**src/rtl/dumbrv_lsu_if.sv**
```systemverilog
// Request, writeback and byte-wide memory bus bundle for dumbrv_lsu.
// The LSU uses the master view; the surrounding core, register file and memory use the slave view.
interface dumbrv_lsu_if;
  logic        req_valid_i;
  logic [3:0]  req_opcode_i;
  logic [31:0] req_addr_i;
  logic [31:0] req_data_i;
  logic [3:0]  req_dreg_i;
  logic        req_accept_o;

  logic [3:0]  wb_dreg_o;
  logic [31:0] wb_data_o;
  logic        wb_done_i;
  logic [3:0]  load_dreg_o;

  logic        mem_req_o;
  logic        mem_we_o;
  logic [15:0] mem_addr_o;
  logic [7:0]  mem_wdata_o;
  logic [7:0]  mem_rdata_i;
  logic        mem_ack_i;

  modport master (
    input  req_valid_i, req_opcode_i, req_addr_i, req_data_i, req_dreg_i,
    output req_accept_o,
    output wb_dreg_o, wb_data_o,
    input  wb_done_i,
    output load_dreg_o,
    output mem_req_o, mem_we_o, mem_addr_o, mem_wdata_o,
    input  mem_rdata_i, mem_ack_i
  );

  modport slave (
    output req_valid_i, req_opcode_i, req_addr_i, req_data_i, req_dreg_i,
    input  req_accept_o,
    input  wb_dreg_o, wb_data_o,
    output wb_done_i,
    input  load_dreg_o,
    input  mem_req_o, mem_we_o, mem_addr_o, mem_wdata_o,
    output mem_rdata_i, mem_ack_i
  );
endinterface

```
**src/rtl/dumbrv_lsu.sv**
```systemverilog
// Byte-serial load/store unit: one request at a time, little-endian over an 8-bit memory bus.
// Define DUMBRV_LSU_MISALIGN_EN to let misaligned half/word accesses start at the given byte.
module dumbrv_lsu (
  input logic          clk,
  input logic          rst_n,
  dumbrv_lsu_if.master bus
);

  typedef enum logic [1:0] {IDLE, XFER, WB} state_t;

  state_t      state_reg, state_next;
  logic [1:0]  cnt_reg, cnt_next;

  logic [3:0]  op_reg;
  logic [15:0] addr_reg;
  logic [31:0] data_reg;
  logic [3:0]  dreg_reg;
  logic [7:0]  lane_reg [4];

  logic        accept;
  logic [15:0] aligned_addr;
  logic [1:0]  last_idx;
  logic [31:0] ext_data;

  assign accept = bus.req_valid_i && (state_reg == IDLE);

  always_comb begin
    aligned_addr = bus.req_addr_i[15:0];
`ifndef DUMBRV_LSU_MISALIGN_EN
    case (bus.req_opcode_i[1:0])
      2'b00:   aligned_addr = bus.req_addr_i[15:0];
      2'b01:   aligned_addr = {bus.req_addr_i[15:1], 1'b0};
      default: aligned_addr = {bus.req_addr_i[15:2], 2'b00};
    endcase
`endif
  end

  always_comb begin
    case (op_reg[1:0])
      2'b00:   last_idx = 2'd0;
      2'b01:   last_idx = 2'd1;
      default: last_idx = 2'd3;
    endcase
  end

  always_ff @(posedge clk or negedge rst_n) begin
    if (!rst_n) begin
      state_reg <= IDLE;
      cnt_reg   <= 2'd0;
    end else begin
      state_reg <= state_next;
      cnt_reg   <= cnt_next;
    end
  end

  always_comb begin
    state_next = state_reg;
    cnt_next   = cnt_reg;
    case (state_reg)
      IDLE: begin
        if (accept) begin
          state_next = XFER;
          cnt_next   = 2'd0;
        end
      end
      XFER: begin
        if (bus.mem_ack_i) begin
          if (cnt_reg == last_idx) begin
            cnt_next   = 2'd0;
            // Stores and loads to x0 have nothing to write back.
            state_next = (op_reg[3] || dreg_reg == 4'd0) ? IDLE : WB;
          end else begin
            cnt_next = cnt_reg + 2'd1;
          end
        end
      end
      WB: begin
        if (bus.wb_done_i) state_next = IDLE;
      end
      default: state_next = IDLE;
    endcase
  end

  // Request datapath needs no reset; it is only observed once a request is accepted.
  always_ff @(posedge clk) begin
    if (accept) begin
      op_reg   <= bus.req_opcode_i;
      addr_reg <= aligned_addr;
      data_reg <= bus.req_data_i;
      dreg_reg <= bus.req_dreg_i;
    end
  end

  generate
    for (genvar gi = 0; gi < 4; gi++) begin : g_lane
      always_ff @(posedge clk) begin
        if (state_reg == XFER && bus.mem_ack_i && !op_reg[3] && cnt_reg == 2'(gi))
          lane_reg[gi] <= bus.mem_rdata_i;
      end
    end
  endgenerate

  always_comb begin
    case (op_reg[1:0])
      2'b00:   ext_data = op_reg[2] ? {24'd0, lane_reg[0]}
                                    : {{24{lane_reg[0][7]}}, lane_reg[0]};
      2'b01:   ext_data = op_reg[2] ? {16'd0, lane_reg[1], lane_reg[0]}
                                    : {{16{lane_reg[1][7]}}, lane_reg[1], lane_reg[0]};
      default: ext_data = {lane_reg[3], lane_reg[2], lane_reg[1], lane_reg[0]};
    endcase
  end

  assign bus.req_accept_o = accept;
  assign bus.mem_req_o    = (state_reg == XFER);
  assign bus.mem_we_o     = (state_reg == XFER) && op_reg[3];
  assign bus.mem_addr_o   = addr_reg + {14'd0, cnt_reg};
  assign bus.mem_wdata_o  = data_reg[{cnt_reg, 3'b000} +: 8];
  assign bus.wb_dreg_o    = (state_reg == WB) ? dreg_reg : 4'd0;
  assign bus.wb_data_o    = ext_data;
  assign bus.load_dreg_o  = (state_reg != IDLE && !op_reg[3]) ? dreg_reg : 4'd0;

endmodule

```
**src/flat_wrapper.sv**
```systemverilog
// flat-port wrapper written by rule: the top's interface ports become plain ports
module dumbrv_lsu_flat 
  (clk, rst_n, bus_req_valid_i, bus_req_opcode_i, bus_req_addr_i, bus_req_data_i, bus_req_dreg_i, bus_req_accept_o, bus_wb_dreg_o, bus_wb_data_o, bus_wb_done_i, bus_load_dreg_o, bus_mem_req_o, bus_mem_we_o, bus_mem_addr_o, bus_mem_wdata_o, bus_mem_rdata_i, bus_mem_ack_i);
  dumbrv_lsu_if bus_i ();
  input logic clk;
  input logic rst_n;
  input wire logic [$bits(bus_i.req_valid_i)-1:0] bus_req_valid_i;
  input wire logic [$bits(bus_i.req_opcode_i)-1:0] bus_req_opcode_i;
  input wire logic [$bits(bus_i.req_addr_i)-1:0] bus_req_addr_i;
  input wire logic [$bits(bus_i.req_data_i)-1:0] bus_req_data_i;
  input wire logic [$bits(bus_i.req_dreg_i)-1:0] bus_req_dreg_i;
  output wire logic [$bits(bus_i.req_accept_o)-1:0] bus_req_accept_o;
  output wire logic [$bits(bus_i.wb_dreg_o)-1:0] bus_wb_dreg_o;
  output wire logic [$bits(bus_i.wb_data_o)-1:0] bus_wb_data_o;
  input wire logic [$bits(bus_i.wb_done_i)-1:0] bus_wb_done_i;
  output wire logic [$bits(bus_i.load_dreg_o)-1:0] bus_load_dreg_o;
  output wire logic [$bits(bus_i.mem_req_o)-1:0] bus_mem_req_o;
  output wire logic [$bits(bus_i.mem_we_o)-1:0] bus_mem_we_o;
  output wire logic [$bits(bus_i.mem_addr_o)-1:0] bus_mem_addr_o;
  output wire logic [$bits(bus_i.mem_wdata_o)-1:0] bus_mem_wdata_o;
  input wire logic [$bits(bus_i.mem_rdata_i)-1:0] bus_mem_rdata_i;
  input wire logic [$bits(bus_i.mem_ack_i)-1:0] bus_mem_ack_i;
  assign bus_i.req_valid_i = bus_req_valid_i;
  assign bus_i.req_opcode_i = bus_req_opcode_i;
  assign bus_i.req_addr_i = bus_req_addr_i;
  assign bus_i.req_data_i = bus_req_data_i;
  assign bus_i.req_dreg_i = bus_req_dreg_i;
  assign bus_req_accept_o = bus_i.req_accept_o;
  assign bus_wb_dreg_o = bus_i.wb_dreg_o;
  assign bus_wb_data_o = bus_i.wb_data_o;
  assign bus_i.wb_done_i = bus_wb_done_i;
  assign bus_load_dreg_o = bus_i.load_dreg_o;
  assign bus_mem_req_o = bus_i.mem_req_o;
  assign bus_mem_we_o = bus_i.mem_we_o;
  assign bus_mem_addr_o = bus_i.mem_addr_o;
  assign bus_mem_wdata_o = bus_i.mem_wdata_o;
  assign bus_i.mem_rdata_i = bus_mem_rdata_i;
  assign bus_i.mem_ack_i = bus_mem_ack_i;
  dumbrv_lsu u_core (.clk(clk), .rst_n(rst_n), .bus(bus_i));
endmodule
```
**config.mk**
```make
export PLATFORM = sky130hd
export DESIGN_NAME = dumbrv_lsu_flat
export DESIGN_NICKNAME = d
export VERILOG_FILES = /design/src/rtl/dumbrv_lsu_if.sv /design/src/rtl/dumbrv_lsu.sv /design/src/flat_wrapper.sv
export SDC_FILE = /design/constraint.sdc
export NUM_CORES = 1
export LEC_CHECK = 0
export ABC_AREA = 1
export ABC_CLOCK_PERIOD_IN_PS = 2550
export BUFFER_PORTS_ARGS = -buffer_cell sky130_fd_sc_hd__buf_2
export CAP_MARGIN = 20
export CORE_MARGIN = 5
export CORE_UTILIZATION = 36
export DETAILED_ROUTE_END_ITERATION = 16
export PLACE_DENSITY = 0.75
export SYNTH_ARGS = -nofsm -noshare
export SYNTH_HDL_FRONTEND = slang
export SYNTH_SLANG_ARGS = --single-unit
```
**constraint.sdc**
```tcl
create_clock -name clk -period 2.55 [get_ports clk]
set_clock_uncertainty 0.2 [all_clocks]
set_input_delay 0.3825 -clock clk [delete_from_list [all_inputs] [get_ports clk]]
set_output_delay 0.3825 -clock clk [all_outputs]
set_load 0.02 [all_outputs]
```
## Yosys cells after proc, flatten, opt, wreduce, memory -nomap -nowiden

Memories as Yosys holds them, arrays and structs flattened.
Cells that the tools add are included.

- Add/subtract/negate cells: 2
- Equal/unequal tests: 12
- Shift operators: 1
- Muxes and demuxes: 34
- Reductions and logical operators: 23

Operator list:

| kind | number |
|---|---|
| 32-bit two-way mux | 2 |
| 32-bit one-hot mux with 2 select lines | 1 |
| 32-bit by 6-bit indexed part select with 8-bit output | 1 |
| 8-bit two-way mux | 3 |
| 8-bit OR reduction | 3 |
| 2-bit two-way mux | 11 |
| 16-bit by 2-bit adder with 16-bit output | 1 |
| 2-bit one-hot mux with 2 select lines | 3 |
| 1-bit two-way mux | 11 |
| 1-bit logical AND | 9 |
| 2-bit by 1-bit == test with 1-bit output, second input constant | 4 |
| 2-bit zero test | 4 |
| 4-bit two-way mux | 2 |
| 2-bit == test, second input constant | 3 |
| 2-bit one-hot mux with 3 select lines | 1 |
| 4-bit zero test | 1 |
| 2-bit by 1-bit inequality test with 1-bit output, second input constant | 2 |
| 2-bit inequality test, second input constant | 2 |
| 4-bit AND reduction | 1 |
| 2-bit nonzero test | 2 |
| 3-bit AND reduction | 1 |
| 2-bit by 1-bit adder with 2-bit output, second input constant | 1 |
| 2-bit == test | 1 |
| 1-bit zero test | 1 |
| 1-bit logical OR | 1 |

- Register bits after elaboration: 60
- Memory bits (writable): 32
- Input port bits: 85
- Output and inout port bits: 67
- Word-level logic and storage cells: 79
- Memories: 1

Memory list:

| name | depth | width | read ports | clocked after Yosys merged registers in | wr ports | RTL line | source |
|---|---|---|---|---|---|---|---|
| u_core.lane_reg | 4 | 8 | 4 | 0 | 1 | dumbrv_lsu.sv:18 | `logic [7:0] lane_reg [4];` |

## Longest topological paths before layout

Gate-level depths: netlist of run 1.

- Depth in word-level cells: 10
- Mapped depth: 9
- Depth with buffers taken out: 8

## Worst setup path before layout of run 1

No wires, ideal clock.

- Path type: register to output
- Start: register u_core.cnt_reg[1]
- End: output bus_mem_addr_o[6]
- Arrival time: 2025 ps
- Data required time: 1967 ps
- Slack: -58 ps
- Stages on the path, launching flop included: 7
- Buffers on the path: 1
- Cells stage by stage: dfrtp_1 > buf_2 > clkinv_1 > fa_1 > nor2_1 > nand3_1 > xor2_1

- Cells in the longest elaborated chain, start to end: 1

RTL lines:

| element | RTL line | source |
|---|---|---|
| start, declared | dumbrv_lsu.sv:12 | `logic [1:0] cnt_reg, cnt_next;` |
| start signal, assigned | dumbrv_lsu.sv:52 | `cnt_reg <= cnt_next;` |
| 16-bit by 2-bit adder with 16-bit output | dumbrv_lsu.sv:116 | `assign bus.mem_addr_o = addr_reg + {14'd0, cnt_reg};` |
| end, declared | flat_wrapper.sv:19 | `output wire logic [$bits(bus_i.mem_addr_o)-1:0] bus_mem_addr_o;` |

No other way between the ends.

## Final worst setup path of run 1

- Start: register u_core.cnt_reg[0]
- End: output bus_mem_addr_o[10]

Same word-level chain as after synthesis.

==> flow_summary_export.csv, run 1 <==
group,metric,value,unit
status,status,"complete, but fails checks",
status,violations,"negative setup slack",
floorplan,initial_core_util,36.5,%
setup_path,critPathKind,"reg2out",
clock_tree,cts_buffers,9,
pwr,powerDensity,874,mW/mm^2
detailed_routing,wl_per_cell,15.3,um
place,port_buffers,135,
clock_tree,cts_buffer_depth,2,
setup_path,r2r_slack,0.64,ns
finish,stdcell_count,665,
yosys,synth_cell_types,25,
yosys,synthTopCellsByCount,"88 x edfxtp_1, 45 x nand2_1, 44 x nor2_1",
finish,fin_util,52.4,%
place,dp.cells,593,
run,drv_cap,0,
finish,drive_gt1_share,34.9,%
floorplan,fp.dieArea,0.0131,mm^2
yosys,synth_enable_flop_cells,88,
detailed_routing,drtAntennaViolNets,0,
detailed_routing,first_pass_iters,4,
pwr,leakagePower,2.46,nW
timing,setup_ws,-0.0476,ns
floorplan,die_width,114,um
setup_path,end_kind,"output port",
timing,layout_min_cycle_time,2.60,ns
timing,setup_viol,3,
floorplan,core-area,0.0107,mm^2
setup_path,cp-start-kind,"register",
timing,timing.final.crit_share,102,%
timing,slew_headroom,54.7,%
clock_tree,clock-sinks,92,
detailed_routing,wl,10200,um
timing,fmax,385,MHz
global_routing,grt_max_degree,49,
finish,final_nets,612,
finish,area_growth,43.8,%
place,place_area,0.00484,mm^2
clock_tree,cts_tree,"built",
place,pre_cts_ws,0.221,ns
place,place_hpwl,6860,um
yosys,synth_most_common_cell,"edfxtp_1",
floorplan,pin_count,152,
place,place_congestion,0.850,
global_routing,grt_use_total,15.8,%
setup_path,startpoint,"u_core.cnt_reg[0]$_DFFE_PN0P_",
setup_path,r2r-start,"u_core.cnt_reg[0]$_DFFE_PN0P_",
yosys,synth_nets,408,
yosys,avgSynthCellArea,12.4,um^2
yosys,syn_inst,316,
clock_tree,cts_root_buf,"clkbuf_8",
clock_tree,clkLatencyLatePin,0.35,ns
hold_path,worstHoldStart,"bus_req_addr_i[5]",
finish,fin_area,0.00563,mm^2
finish,fill_cells,912,
timing,rsz0062_at_grt,"yes",
timing,hold_violations,0,
yosys,async_flop_share,4.35,%
floorplan,die_y,114,um
hold_path,hp-class,"in2reg",
global_routing,grt_pass1_vias,3278,
pwr,vdd_drop_max,504,uV
global_routing,grt_pass1_wl,15900,um
setup_path,arrival,2.02,ns
yosys,yosysTopAreaCell,"edfxtp_1",
yosys,ys_warn_count,0,
detailed_routing,vias,3107,
yosys,synth_top_cells_by_area,"edfxtp_1 67%, nand2_1 4.3%, nor2_1 4.2%",
global_routing,globalRouteOverflowTotal,0,
detailed_routing,vias_per_cell,4.67,
finish,antennaDiodeCount,0,
yosys,synth_seq_cells,92,
yosys,syn-cell-area,0.00392,mm^2
clock_tree,htreeDepth,3,
detailed_routing,drtIter0Drc,180,
timing,drv_slew,0,
floorplan,placementRows,38,
timing,hold_slack,0.0170,ns
detailed_routing,drc_errors,0,
timing,worst_pin_slew,0.675,ns
yosys,seq_area_frac_synth,70.0,%
setup_path,critical_path_required,1.97,ns
yosys,synth_flop_cell,"edfxtp_1",
clock_tree,clkSlewWorstSetupHoldPaths,0.09,ns
setup_path,crit_fanout,4,
yosys,yosysTopAreaCellShare,67.5,%
global_routing,antenna_found_initial,0,
[worst max-delay path: stages (launching register included)]
cell and delay [ns]:
dfrtp_1 0.37, ha_2 0.19, inv_2 0.04, fa_2 0.36, nor2_4 0.14, buf_6 0.14, nand3_2 0.09, xor2_2 0.18
buf_2 0.15
[layout make-up]
class / instances / area [um^2] / area share (%)
clock buffer: 10 / 128 / 2.27
clock inverter: 6 / 40.0 / 0.711
sequential: 92 / 2740 / 48.7
inverter: 31 / 116 / 2.07
timing repair buffer: 202 / 1350 / 24.0
tap: 140 / 175 / 3.11
multi-input combinational: 184 / 1080 / 19.1
[cells in the final DEF (no fill, tap or decap), types with 2 or more instances in the layout]
master / count
buf_4: 18
buf_2: 129
a21o_1: 16
buf_12: 2
edfxtp_1: 88
nand2_1: 42
dlygate4sd3_1: 52
nor2_1: 43
nor2_4: 2
inv_1: 27
nand3_1: 7
o21ai_0: 28
dfrtp_1: 4
o22ai_1: 9
nor3_1: 4
ha_1: 5
xor2_1: 5
clkinvlp_4: 3
nand3_2: 3
clkinv_1: 3
nand2_2: 3
xnor2_1: 3
xor2_2: 2
clkbuf_8: 9
inv_2: 2
o21ai_1: 2
xnor2_2: 2
nand3_4: 2
[stage by stage]
stage | TNS (ns) | total power [mW]
after CTS | -0.159 | 4.94
after detailed placement | 0 | 3.98
final | -0.0989 | 4.92
after global placement | 0 | 3.93
after floorplan | 0 | 3.31
after global routing | -0.702 | 5.21
[power by group]
| group | internal [mW] | leakage [nW] | switching (mW) | total (mW) |
|---|---|---|---|---|
| logic | 0.669 | 1.52 | 1.27 | 1.94 |
| clock network | 0.353 | 0.0763 | 0.518 | 0.872 |
| registers | 1.99 | 0.866 | 0.123 | 2.11 |
[per-layer routing]
layer	routed length, um	global-route usage [%]	vias up	share of wire (%)
li1	-	-	1498	-
met3	596	3.65	25	5.9
met1	4020	17.7	1475	39
met4	326	7.84	0	3.2
met2	5240	27.9	109	51
met5	0	0	-	0
[worst paths after layout]
kind | depth (start not counted) | end
worst max-delay path | 8 | bus_mem_addr_o[10]
worst min-delay path | 1 | u_core.addr_reg[5]$_DFFE_PP_
worst max register to register | 7 | u_core.lane_reg[0][5]$_DFFE_PP_
worst min register to register | 2 | u_core.state_reg[0]$_DFFE_PN0P_
max in group asynchronous | 2 | u_core.state_reg[1]$_DFFE_PN0P_
min in group asynchronous | 2 | u_core.state_reg[0]$_DFFE_PN0P_
[kinds of logic after synthesis]
family / count (synthesis) / share of synthesized area, %
xor gates and xnor gates: 12 / 2.68
buffers and inverters: 40 / 4.34
and+or+nand+nor: 108 / 11.7
adders and majority gates: 7 / 2.43
AOI/OAI and AO/OA: 57 / 8.88
DFF: 92 / 70.0
[repair_timing]
action | CTS | global route
pin swaps | 4 | 5
endpoints found under the hold margin | 55 | 0
hold buffers | 52 | 0
buffers inserted | 2 | 3
endpoints found under the setup margin | 22 | 28
gates resized for setup | 13 | 7
gates cloned | 0 | 0
Power figures use the tool's default switching activity.
==> run 2, diff against run 1 <==
--- a/config.mk
+++ b/config.mk
@@ -6,13 +6,13 @@
 export NUM_CORES = 1
 export LEC_CHECK = 0
 export ABC_AREA = 1
-export ABC_CLOCK_PERIOD_IN_PS = 2550
+export ABC_CLOCK_PERIOD_IN_PS = 2700
 export BUFFER_PORTS_ARGS = -buffer_cell sky130_fd_sc_hd__buf_2
 export CAP_MARGIN = 20
 export CORE_MARGIN = 5
 export CORE_UTILIZATION = 36
 export DETAILED_ROUTE_END_ITERATION = 16
-export PLACE_DENSITY = 0.75
+export PLACE_DENSITY = 0.73
 export SYNTH_ARGS = -nofsm -noshare
 export SYNTH_HDL_FRONTEND = slang
 export SYNTH_SLANG_ARGS = --single-unit
==> constraint.sdc (replaced) <==
create_clock -name clk -period 2.7 [get_ports clk]
set_clock_uncertainty 0.2 [all_clocks]
set_input_delay 0.405 -clock clk [delete_from_list [all_inputs] [get_ports clk]]
set_output_delay 0.405 -clock clk [all_outputs]
set_load 0.02 [all_outputs]
==> flow_summary_export.csv, run 2 (synthesis results as in run 1) <==
group,metric,value,unit
detailed_routing,vias,2882,
finish,fin_util,48.3,%
global_routing,antenna_found_initial,0,
finish,drive_gt1_share,36.8,%
clock_tree,cts_buffers,9,
timing,slew_headroom,53.2,%
detailed_routing,drtIter0Drc,134,
place,place_hpwl,6540,um
detailed_routing,wl,9100,um
timing,setup_ws,0.0284,ns
setup_path,arrival,2.07,ns
finish,mostFrequentLayoutCells,"130 x buf_2, 88 x edfxtp_1, 43 x nor2_1, 43 x nand2_1, 29 x o21ai_0",
finish,final_nets,571,
clock_tree,cts_buffer_depth,2,
timing,timing.final.crit_share,98.9,%
timing,hold_violations,0,
pwr,vdd_drop_max,493,uV
setup_path,end_kind,"output port",
finish,layout_commonest_cell,"buf_2",
detailed_routing,drc_errors,0,
clock_tree,htreeDepth,3,
run,drv_cap,0,
detailed_routing,wl_per_cell,14.6,um
finish,multiInputGateArea,0.00104,mm^2
detailed_routing,wl_met1,3680,um
setup_path,critical_path_required,2.10,ns
timing,setup_viol,0,
clock_tree,clock-sinks,92,
global_routing,grt_use_total,13.9,%
detailed_routing,first_pass_iters,4,
status,status,"finished, final reports clean",
detailed_routing,drtAntennaViolNets,0,
clock_tree,clkLatencyLatePin,0.35,ns
setup_path,cp-start-kind,"register",
floorplan,fp.dieArea,0.0131,mm^2
floorplan,initial_core_util,36.5,%
timing,rsz0062_at_grt,"yes",
floorplan,pin_count,152,
detailed_routing,vias_per_cell,4.62,
pwr,leakagePower,2.28,nW
global_routing,globalRouteOverflowTotal,0,
global_routing,grt_max_degree,28,
place,port_buffers,135,
finish,final-seq-area,0.00274,mm^2
floorplan,die_y,114,um
floorplan,placementRows,38,
place,place_congestion,0.810,
setup_path,critPathKind,"reg2out",
finish,antennaDiodeCount,0,
timing,fin_setup_tns,0,ns
floorplan,core-area,0.0107,mm^2
detailed_routing,met3WireLength,643,um
global_routing,grt_pass1_vias,2928,
place,pre_cts_ws,0.317,ns
clock_tree,clkSlewWorstSetupHoldPaths,0.10,ns
detailed_routing,dr_wl_met2,4660,um
pwr,powerDensity,881,mW/mm^2
timing,fmax,374,MHz
clock_tree,cts_tree,"built",
floorplan,die_width,114,um
timing,layout_min_cycle_time,2.67,ns
timing,worst_pin_slew,0.699,ns
clock_tree,cts_root_buf,"clkbuf_8",
global_routing,grt_pass1_wl,14100,um
detailed_routing,top_layer,"met4",
hold_path,hp-class,"in2reg",
finish,area_growth,32.4,%
setup_path,crit_fanout,4,
finish,fill_cells,978,
timing,drv_slew,0,
-- run 2: per-layer routing --
metal	vias up	GRT usage (%)
li1	1417	-
met1	1365	16.5
met2	92	24.3
met3	8	3.59
met4	0	4.75
met5	-	0
-- run 2: where the power goes --
| group | internal (mW) | total [mW] | switching, mW |
|---|---|---|---|
| logic | 0.571 | 1.74 | 1.17 |
| registers | 1.88 | 1.99 | 0.112 |
| clock network | 0.362 | 0.837 | 0.475 |
-- run 2: area by class of cell --
class	instances	share of cell area, %
timing repair buffer	161	17.9
multi-input combinational	184	20.1
clock buffer	11	2.73
tap	140	3.38
sequential	92	52.9
inverter	31	2.27
clock inverter	5	0.700
-- run 2: stage by stage --
stage               std cells  instance area, um^2  hold WS [ns]  power, mW
floorplan                 316                 3920       -0.0906       3.11
finish                    624                 5180        0.0339       4.57
detailed placement        592                 4790        0.0184       3.72
CTS                       613                 5030      0.000165       4.58
global placement          592                 4790        0.0171       3.67
global route              624                 5180       0.00110       4.86
-- run 2: critical path, stage by stage, from the launching register on --
cell,delay (ns)
dfrtp_1,0.38
ha_2,0.20
inv_2,0.04
fa_2,0.42
nor2_4,0.12
buf_6,0.13
nand3_2,0.08
xor2_1,0.18
buf_4,0.15
-- run 2: final timing paths --
path	startpoint	endpoint	slack [ns]	cells past startpoint
max reg2reg	u_core.state_reg[1]$_DFFE_PN0P_	u_core.lane_reg[3][7]$_DFFE_PP_	0.70	5
min in group asynchronous	rst_n	u_core.state_reg[1]$_DFFE_PN0P_	0.20	2
min	bus_req_data_i[18]	u_core.data_reg[18]$_DFFE_PP_	0.03	1
max	u_core.cnt_reg[0]$_DFFE_PN0P_	bus_mem_addr_o[10]	0.03	8
min reg2reg	u_core.state_reg[0]$_DFFE_PN0P_	u_core.state_reg[0]$_DFFE_PN0P_	0.37	2
max in group asynchronous	rst_n	u_core.cnt_reg[0]$_DFFE_PN0P_	1.97	2
-- run 2: timing repair --
| action | CTS | global route |
|---|---|---|
| resized for setup | 6 | 15 |
| hold endpoints to repair | 8 | 9 |
| buffers inserted | 0 | 2 |
| hold buffers | 5 | 9 |
| endpoints found under the setup margin | 14 | 10 |
| pin swaps | 0 | 8 |
